<file path="src/rtl/input_block_sequencer.sv">
// rtl/input_block_sequencer.sv - Load-then-replay word buffer with a registered, one-cycle-latency read port.
module input_block_sequencer #(
    parameter int DATA_W = 128,
    parameter int DEPTH  = 16,
    parameter int ADDR_W = $clog2(DEPTH),
    parameter int WRAP   = 1
) (
    input  logic              clk,
    input  logic              reset_L,
    input  logic              wr_en,
    input  logic [DATA_W-1:0] wr_data,
    input  logic              clear,
    input  logic              next,
    output logic [DATA_W-1:0] data_out,
    output logic              valid,
    output logic              last,
    output logic              full,
    output logic [ADDR_W:0]   count
);

    typedef enum logic [1:0] {
        ST_EMPTY = 2'd0,
        ST_READY = 2'd1,
        ST_DONE  = 2'd2
    } state_t;

    localparam logic [ADDR_W:0]   DEPTH_C = (ADDR_W+1)'(DEPTH);
    localparam logic [ADDR_W:0]   ONE_C   = (ADDR_W+1)'(1);
    localparam logic [ADDR_W-1:0] ONE_A   = ADDR_W'(1);

    logic [DATA_W-1:0] mem [DEPTH];

    state_t            state_q, state_d;
    logic [ADDR_W-1:0] wr_ptr_q, wr_ptr_d;
    logic [ADDR_W-1:0] rd_ptr_q, rd_ptr_d;
    logic [ADDR_W:0]   count_q, count_d;
    logic [DATA_W-1:0] data_q, data_d;
    logic              valid_q, valid_d;
    logic              last_q, last_d;

    logic full_w;
    logic write_w;
    logic read_w;
    logic at_end_w;

    assign full_w   = (count_q == DEPTH_C);
    assign write_w  = wr_en && !full_w && !clear;
    assign read_w   = next && (state_q == ST_READY) && !clear;
    // Uses the pre-edge count, so a same-cycle write never moves the end marker of this read.
    assign at_end_w = ({1'b0, rd_ptr_q} == (count_q - ONE_C));

    // Storage has no reset: contents survive both reset and clear.
    always_ff @(posedge clk) begin
        if (write_w) begin
            mem[wr_ptr_q] <= wr_data;
        end
    end

    always_comb begin
        state_d  = state_q;
        wr_ptr_d = wr_ptr_q;
        rd_ptr_d = rd_ptr_q;
        count_d  = count_q;
        data_d   = data_q;
        valid_d  = 1'b0;
        last_d   = 1'b0;

        if (clear) begin
            state_d  = ST_EMPTY;
            wr_ptr_d = '0;
            rd_ptr_d = '0;
            count_d  = '0;
        end else begin
            if (read_w) begin
                data_d  = mem[rd_ptr_q];
                valid_d = 1'b1;
                last_d  = at_end_w;
                if (at_end_w && (WRAP != 0)) begin
                    rd_ptr_d = '0;
                end else begin
                    rd_ptr_d = rd_ptr_q + ONE_A;
                end
                if (at_end_w && (WRAP == 0)) begin
                    state_d = ST_DONE;
                end
            end
            if (write_w) begin
                wr_ptr_d = wr_ptr_q + ONE_A;
                count_d  = count_q + ONE_C;
                if (state_q == ST_EMPTY) begin
                    state_d = ST_READY;
                end
            end
        end
    end

    always_ff @(posedge clk or negedge reset_L) begin
        if (!reset_L) begin
            state_q  <= ST_EMPTY;
            wr_ptr_q <= '0;
            rd_ptr_q <= '0;
            count_q  <= '0;
            data_q   <= '0;
            valid_q  <= 1'b0;
            last_q   <= 1'b0;
        end else begin
            state_q  <= state_d;
            wr_ptr_q <= wr_ptr_d;
            rd_ptr_q <= rd_ptr_d;
            count_q  <= count_d;
            data_q   <= data_d;
            valid_q  <= valid_d;
            last_q   <= last_d;
        end
    end

    assign data_out = data_q;
    assign valid    = valid_q;
    assign last     = last_q;
    assign full     = full_w;
    assign count    = count_q;

endmodule

</file>
<file path="config.mk">
export PLATFORM = sky130hd
export DESIGN_NAME = input_block_sequencer
export DESIGN_NICKNAME = d
export VERILOG_FILES = /design/src/rtl/input_block_sequencer.sv
export SDC_FILE = /design/constraint.sdc
export NUM_CORES = 2
export LEC_CHECK = 0
export ABC_CLOCK_PERIOD_IN_PS = 9100
export CORE_ASPECT_RATIO = 2
export CORE_MARGIN = 10
export CORE_UTILIZATION = 40
export CTS_BUF_LIST = sky130_fd_sc_hd__clkbuf_8
export DETAILED_ROUTE_END_ITERATION = 10
export GPL_TIMING_DRIVEN = 0
export PLACE_DENSITY = 0.63
export SLEW_MARGIN = 5
export SYNTH_ARGS = -nofsm -noshare
export SYNTH_HDL_FRONTEND = slang
export SYNTH_SLANG_ARGS = --single-unit
</file>
<file path="constraint.sdc">
create_clock -name clk -period 9.1 [get_ports clk]
set_clock_uncertainty 0.15 [all_clocks]
set_input_delay 1.365 -clock clk [delete_from_list [all_inputs] [get_ports clk]]
set_output_delay 1.365 -clock clk [all_outputs]
set_load 0.1 [all_outputs]
</file>
### After elaboration in Yosys (flattened, before gate mapping)

Memory sizes are Yosys's and may differ from the RTL's. A register that Yosys moved wholly into a read port is not among the register bits.
Index checks and enable logic that the tools add are counted.

* logic and storage cells: 44
* output and inout bits: 136
* memories: 1
* latch bits: 0
* memory bits (read-only): 0
* register bits after elaboration: 17
* RAM bits: 2048
* bits of input ports: 133

* shift-type cells: 0
* bitwise gates (word level): 1
* $add $sub $neg: 4
* reduce and logical (&&, ||, !) cells: 13
* divide/modulo/power cells: 0
* $lt $le $gt $ge: 0
* muxes and demuxes: 16
* $mul: 0
* eq/ne operators: 3

Memories
* mem: words 16, bits a word 128, read ports 1, clocked after memory_dff 1, wr ports 1, RTL line 31 `logic [DATA_W-1:0] mem [DEPTH];`

Operators with widths (count)
* $mux 4: 5
* $mux 5: 2
* $add 4x1->4 const B: 2
* $mux 1: 6
* $mux 2: 3
* $reduce_bool 2->1: 3
* $add 5x1->5 const B: 1
* $eq 4x5->1: 1
* $eq 5x5->1 const B: 1
* $sub 5x1->5 const B: 1
* $logic_and 1x1->1: 4
* $reduce_and 2->1: 2
* $logic_not 1->1: 3
* $eq 2x1->1 const B: 1
* $logic_not 2->1: 1
* $not 1->1: 1

### Depth between registers and ports, before layout

* depth after elaboration: 6
* depth in mapped cells: 8
* depth with buffers taken out: 6

### Worst setup path after synthesis

OpenSTA, ideal clock, no wires.

* path type: reg2reg
* start point: register count_q[0], in the netlist count[0]
* end point: memory mem[2][0], enable pin
* arrival time: 7.445 ns
* stages on the path, launching flop included: 8
* period minus slack after synthesis: 8.212 ns
* setup slack: 0.888 ns
* path through: dfrtp_1 -> inv_1 -> ha_1 -> nand4bb_1 -> and2_1 -> clkbuf_1 -> nand2_1 -> nor2_1

* word-level cells in the longest chain between the ends: 6

RTL lines
* from (decl): RTL line 36 `logic [ADDR_W:0] count_q, count_d;`
* from (signal assigned): RTL line 110 `count_q <= count_d;`
* $eq 5x5->1: RTL line 46 `assign full_w = (count_q == DEPTH_C);`
* $logic_not 1->1: RTL line 47 `assign write_w = wr_en && !full_w && !clear;`
* $logic_and 1x1->1 (2 in series): RTL line 47
* $mux 1: RTL line 54 `if (write_w) begin`
* $mux 1 (implied by the code): RTL line 55 `mem[wr_ptr_q] <= wr_data;`
* to (decl): RTL line 31

No other way between the ends.

### Final worst setup path

* start point: register count_q[0], in the netlist count[0]
* end point: output full

* word-level cells in the longest chain between the ends: 1

RTL lines
* $eq 5x5->1: RTL line 46
* to (decl): RTL line 17 `output logic full,`

No other way between the ends.

==> results.toml <==
[clock_network]
cts-root-buf = "clkbuf_8"
htreeDepth = 5
postCtsSetupBuffers = 0
clock_latency_ps = 950
numClockSinks = 2192
cts.repair.resized = 0
hold_buffers = 0
path_clk_slew_ps = 60
numCtsBuffers = 313
cts_tree = "yes"
clock_path_buffers = 4

[synth]
synth_top_family_by_area = "multiplexers"
ys_ff_latch = 2192
yosys.area_share.simple_pct = 0.371
synth_edf_count = 2048
synthArstFlopShare_pct = 6.57
yosysWarnings = 0
synth_xor_area_share_pct = 0.155
synth.distinct_cells = 38
synth.avg_cell_area_um2 = 23.5
synthCells = 3515
yosysSeqAreaShare_pct = 78.8
synthFlopType = "edfxtp_1"
synth_compound_area_share_pct = 1.90
syn_nets = 3655
yosys.area_share.adder_pct = 0.106
syn_area_um2 = 82600
muxShareOfSynthArea_pct = 17.3

[floorplan]
num_rows = 235
initial_core_util_pct = 40.2
die_w_um = 341
die_area_um2 = 226000
core_area_um2 = 205000
chipHeight_um = 663
ios = 269

[drt]
ant_nets = 0
num_vias = 39811
drc = 0
avgViaCountPerCell = 5.53
dr.pass1.iters = 5
drt-initial-drc-count = 3524
wl_per_cell_um = 30.6
drt-total-wl_um = 220000

[timing]
final_max_slew_viol_count = 0
hold_violations = 0
slew_headroom_pct = 14.3
rsz0062_at_grt = "false"
whs_ps = 209
fin_crit_sh_pct = 53.9
fin_crit_ps = 4900
setup_tns_ps = 0
fmax_mhz = 204
setup_viol = 0
tightest_slew_ps = 1280
setup_slack_ps = 4200

[layout]
nets = 4357
layout-drive-gt1-share_pct = 28.8
fin_util_pct = 47.5
area_delta_synth_final_pct = 17.9
finalInstanceArea_um2 = 97400
fin_cells = 7200

[worst_setup_path]
cp-end-kind = "output pin"
cp_max_fo = 7
crit_type = "flip-flop to output pin"
r2r-end = "mem[14][79]$_DFFE_PP_"
reg2reg_from = "count[0]$_DFFE_PN0P_"
cp-start-kind = "flip-flop"
cp.arrival_ps = 3390
rr_worst_depth = 10
rrSetupSlack_ps = 5090
cp.required_ps = 7590

[global_routing]
grt_pass1_vias = 42690
grt_pass1_wl_um = 314000
grt_usage_pct = 19.3
antenna_found_initial = 34
grt_max_degree = 65
grt_overflow_total = 0

[power_and_ir_drop]
total_power_mw = 21.1
p_leak_nw = 30.2
powerDensity_nw_per_um2 = 217
ir_drop_mv = 0.182

[place]
gp_congestion = 0.731
dp.final_hpwl_um = 146000
dp_cells = 6627
port-buffer-count = 268
dp_slack_ps = 4270
dpl_cell_area_um2 = 91400

[job]
max_cap_violations = 0

[status]
run_status = "completed"

[worst_hold_path]
hp-class = "input port to async pin"
-- power by group --
group | switching [mW] | internal [mW] | total [mW]
Sequential | 0.147 | 11.2 | 11.4
Clock | 3.71 | 3.79 | 7.50
Combinational | 1.59 | 0.638 | 2.22
Total | 5.45 | 15.6 | 21.1
-- area by class of cell --
| class | count | area [um^2] |
|---|---|---|
| timing repair buffer | 387 | 5260 |
| clock buffer | 349 | 4800 |
| antenna | 15 | 37.5 |
| clock inverter | 209 | 1160 |
| inverter | 7 | 26.3 |
| buffer | 196 | 1120 |
| fill | 17021 | 108000 |
| multi-input combinational | 1120 | 16500 |
| sequential | 2192 | 65100 |
| tap | 2725 | 3410 |
-- cell families after synthesis --
logic type	count (synthesis)
muxes	768
buffers and inverters	203
xor gates and xnor gates	13
and+or+nand+nor	66
DFF	2192
adders and majority gates	7
AOI/OAI and AO/OA	266
-- worst max-delay path: stages, from the launching register on --
cell             delay (ps)
dfrtp_1                 500
inv_1                   100
ha_1                    200
nand4bb_1               360
inv_1                   160
clkdlybuf4s50_1        1150
-- per-layer routing --
metal | share of wire, % | up-vias | GRT usage (%)
met4 | 3.0 | 26 | 5.87
met3 | 6.6 | 397 | 4.01
met1 | 37 | 21491 | 22.6
li1 | - | 16455 | -
met2 | 54 | 1442 | 35.0
met5 | 0.076 | - | 0
-- cell usage after synthesis (2+ instances only) --
master     number  share of area [%]
buf_6          30               0.41
buf_4          27               0.25
clkbuf_1       78               0.35
inv_1           7              0.032
nand3_1         5              0.030
mux2_2        128                1.7
xor2_1          8              0.085
nor2b_1         2              0.015
nor3b_1         2              0.018
a21oi_1        80               0.48
nand4bb_1       2              0.027
buf_8           2              0.036
o32ai_1         2              0.021
dfrtp_1       144                4.4
mux2i_1       128                1.6
xnor2_1         4              0.042
o22ai_1       128               0.97
buf_1          30               0.14
nor2_1         30               0.14
mux4_2        512                 14
ha_1            7               0.11
nand4_1         2              0.015
edfxtp_1     2048                 74
nand2_1        15              0.068
buf_2          29               0.18
a31oi_1        53               0.40
-- cells in the final DEF (no fill, tap or decap), types with 2 or more instances in the layout --
cell	instances
diode_2	15
ha_1	7
nand3_1	5
nor3b_1	2
xnor2_1	4
clkinv_1	42
a21oi_1	80
inv_6	5
clkdlybuf4s50_1	267
buf_6	30
mux2i_1	128
nor2_1	14
clkinv_2	39
edfxtp_1	2048
buf_16	25
nand2_1	15
nor2_4	16
o32ai_1	2
mux2_2	128
bufinv_16	9
nand4_1	2
buf_1	30
nand4bb_1	2
clkbuf_8	349
buf_12	94
mux4_2	512
buf_4	27
a31oi_1	53
buf_2	29
inv_1	107
o22ai_1	128
nor2b_1	2
xor2_1	8
buf_8	3
clkbuf_1	76
clkinvlp_4	12
clkbuf_2	2
dfrtp_1	144
-- worst max-delay path by stage --
stage / from / end / depth (start not counted) / slack [ps]
global route: count[0]$_DFFE_PN0P_ / full / 5 / 4020
floorplan: count[0]$_DFFE_PN0P_ / mem[2][0]$_DFFE_PP_ / 7 / 890
CTS: count[0]$_DFFE_PN0P_ / full / 5 / 4110
global placement: wr_en / mem[9][81]$_DFFE_PP_ / 5 / -7900
finish: count[0]$_DFFE_PN0P_ / full / 5 / 4200
detailed placement: wr_en / mem[14][79]$_DFFE_PP_ / 8 / 4270
-- flip-flops by register name, summed over array words and instances, names as in the netlist --
signal and cells:
wr_ptr_q 4, data_out 128, valid 1, count 5, state_q 1, rd_ptr_q 4
mem 2048, last 1
(Power assumes the default switching activity.)
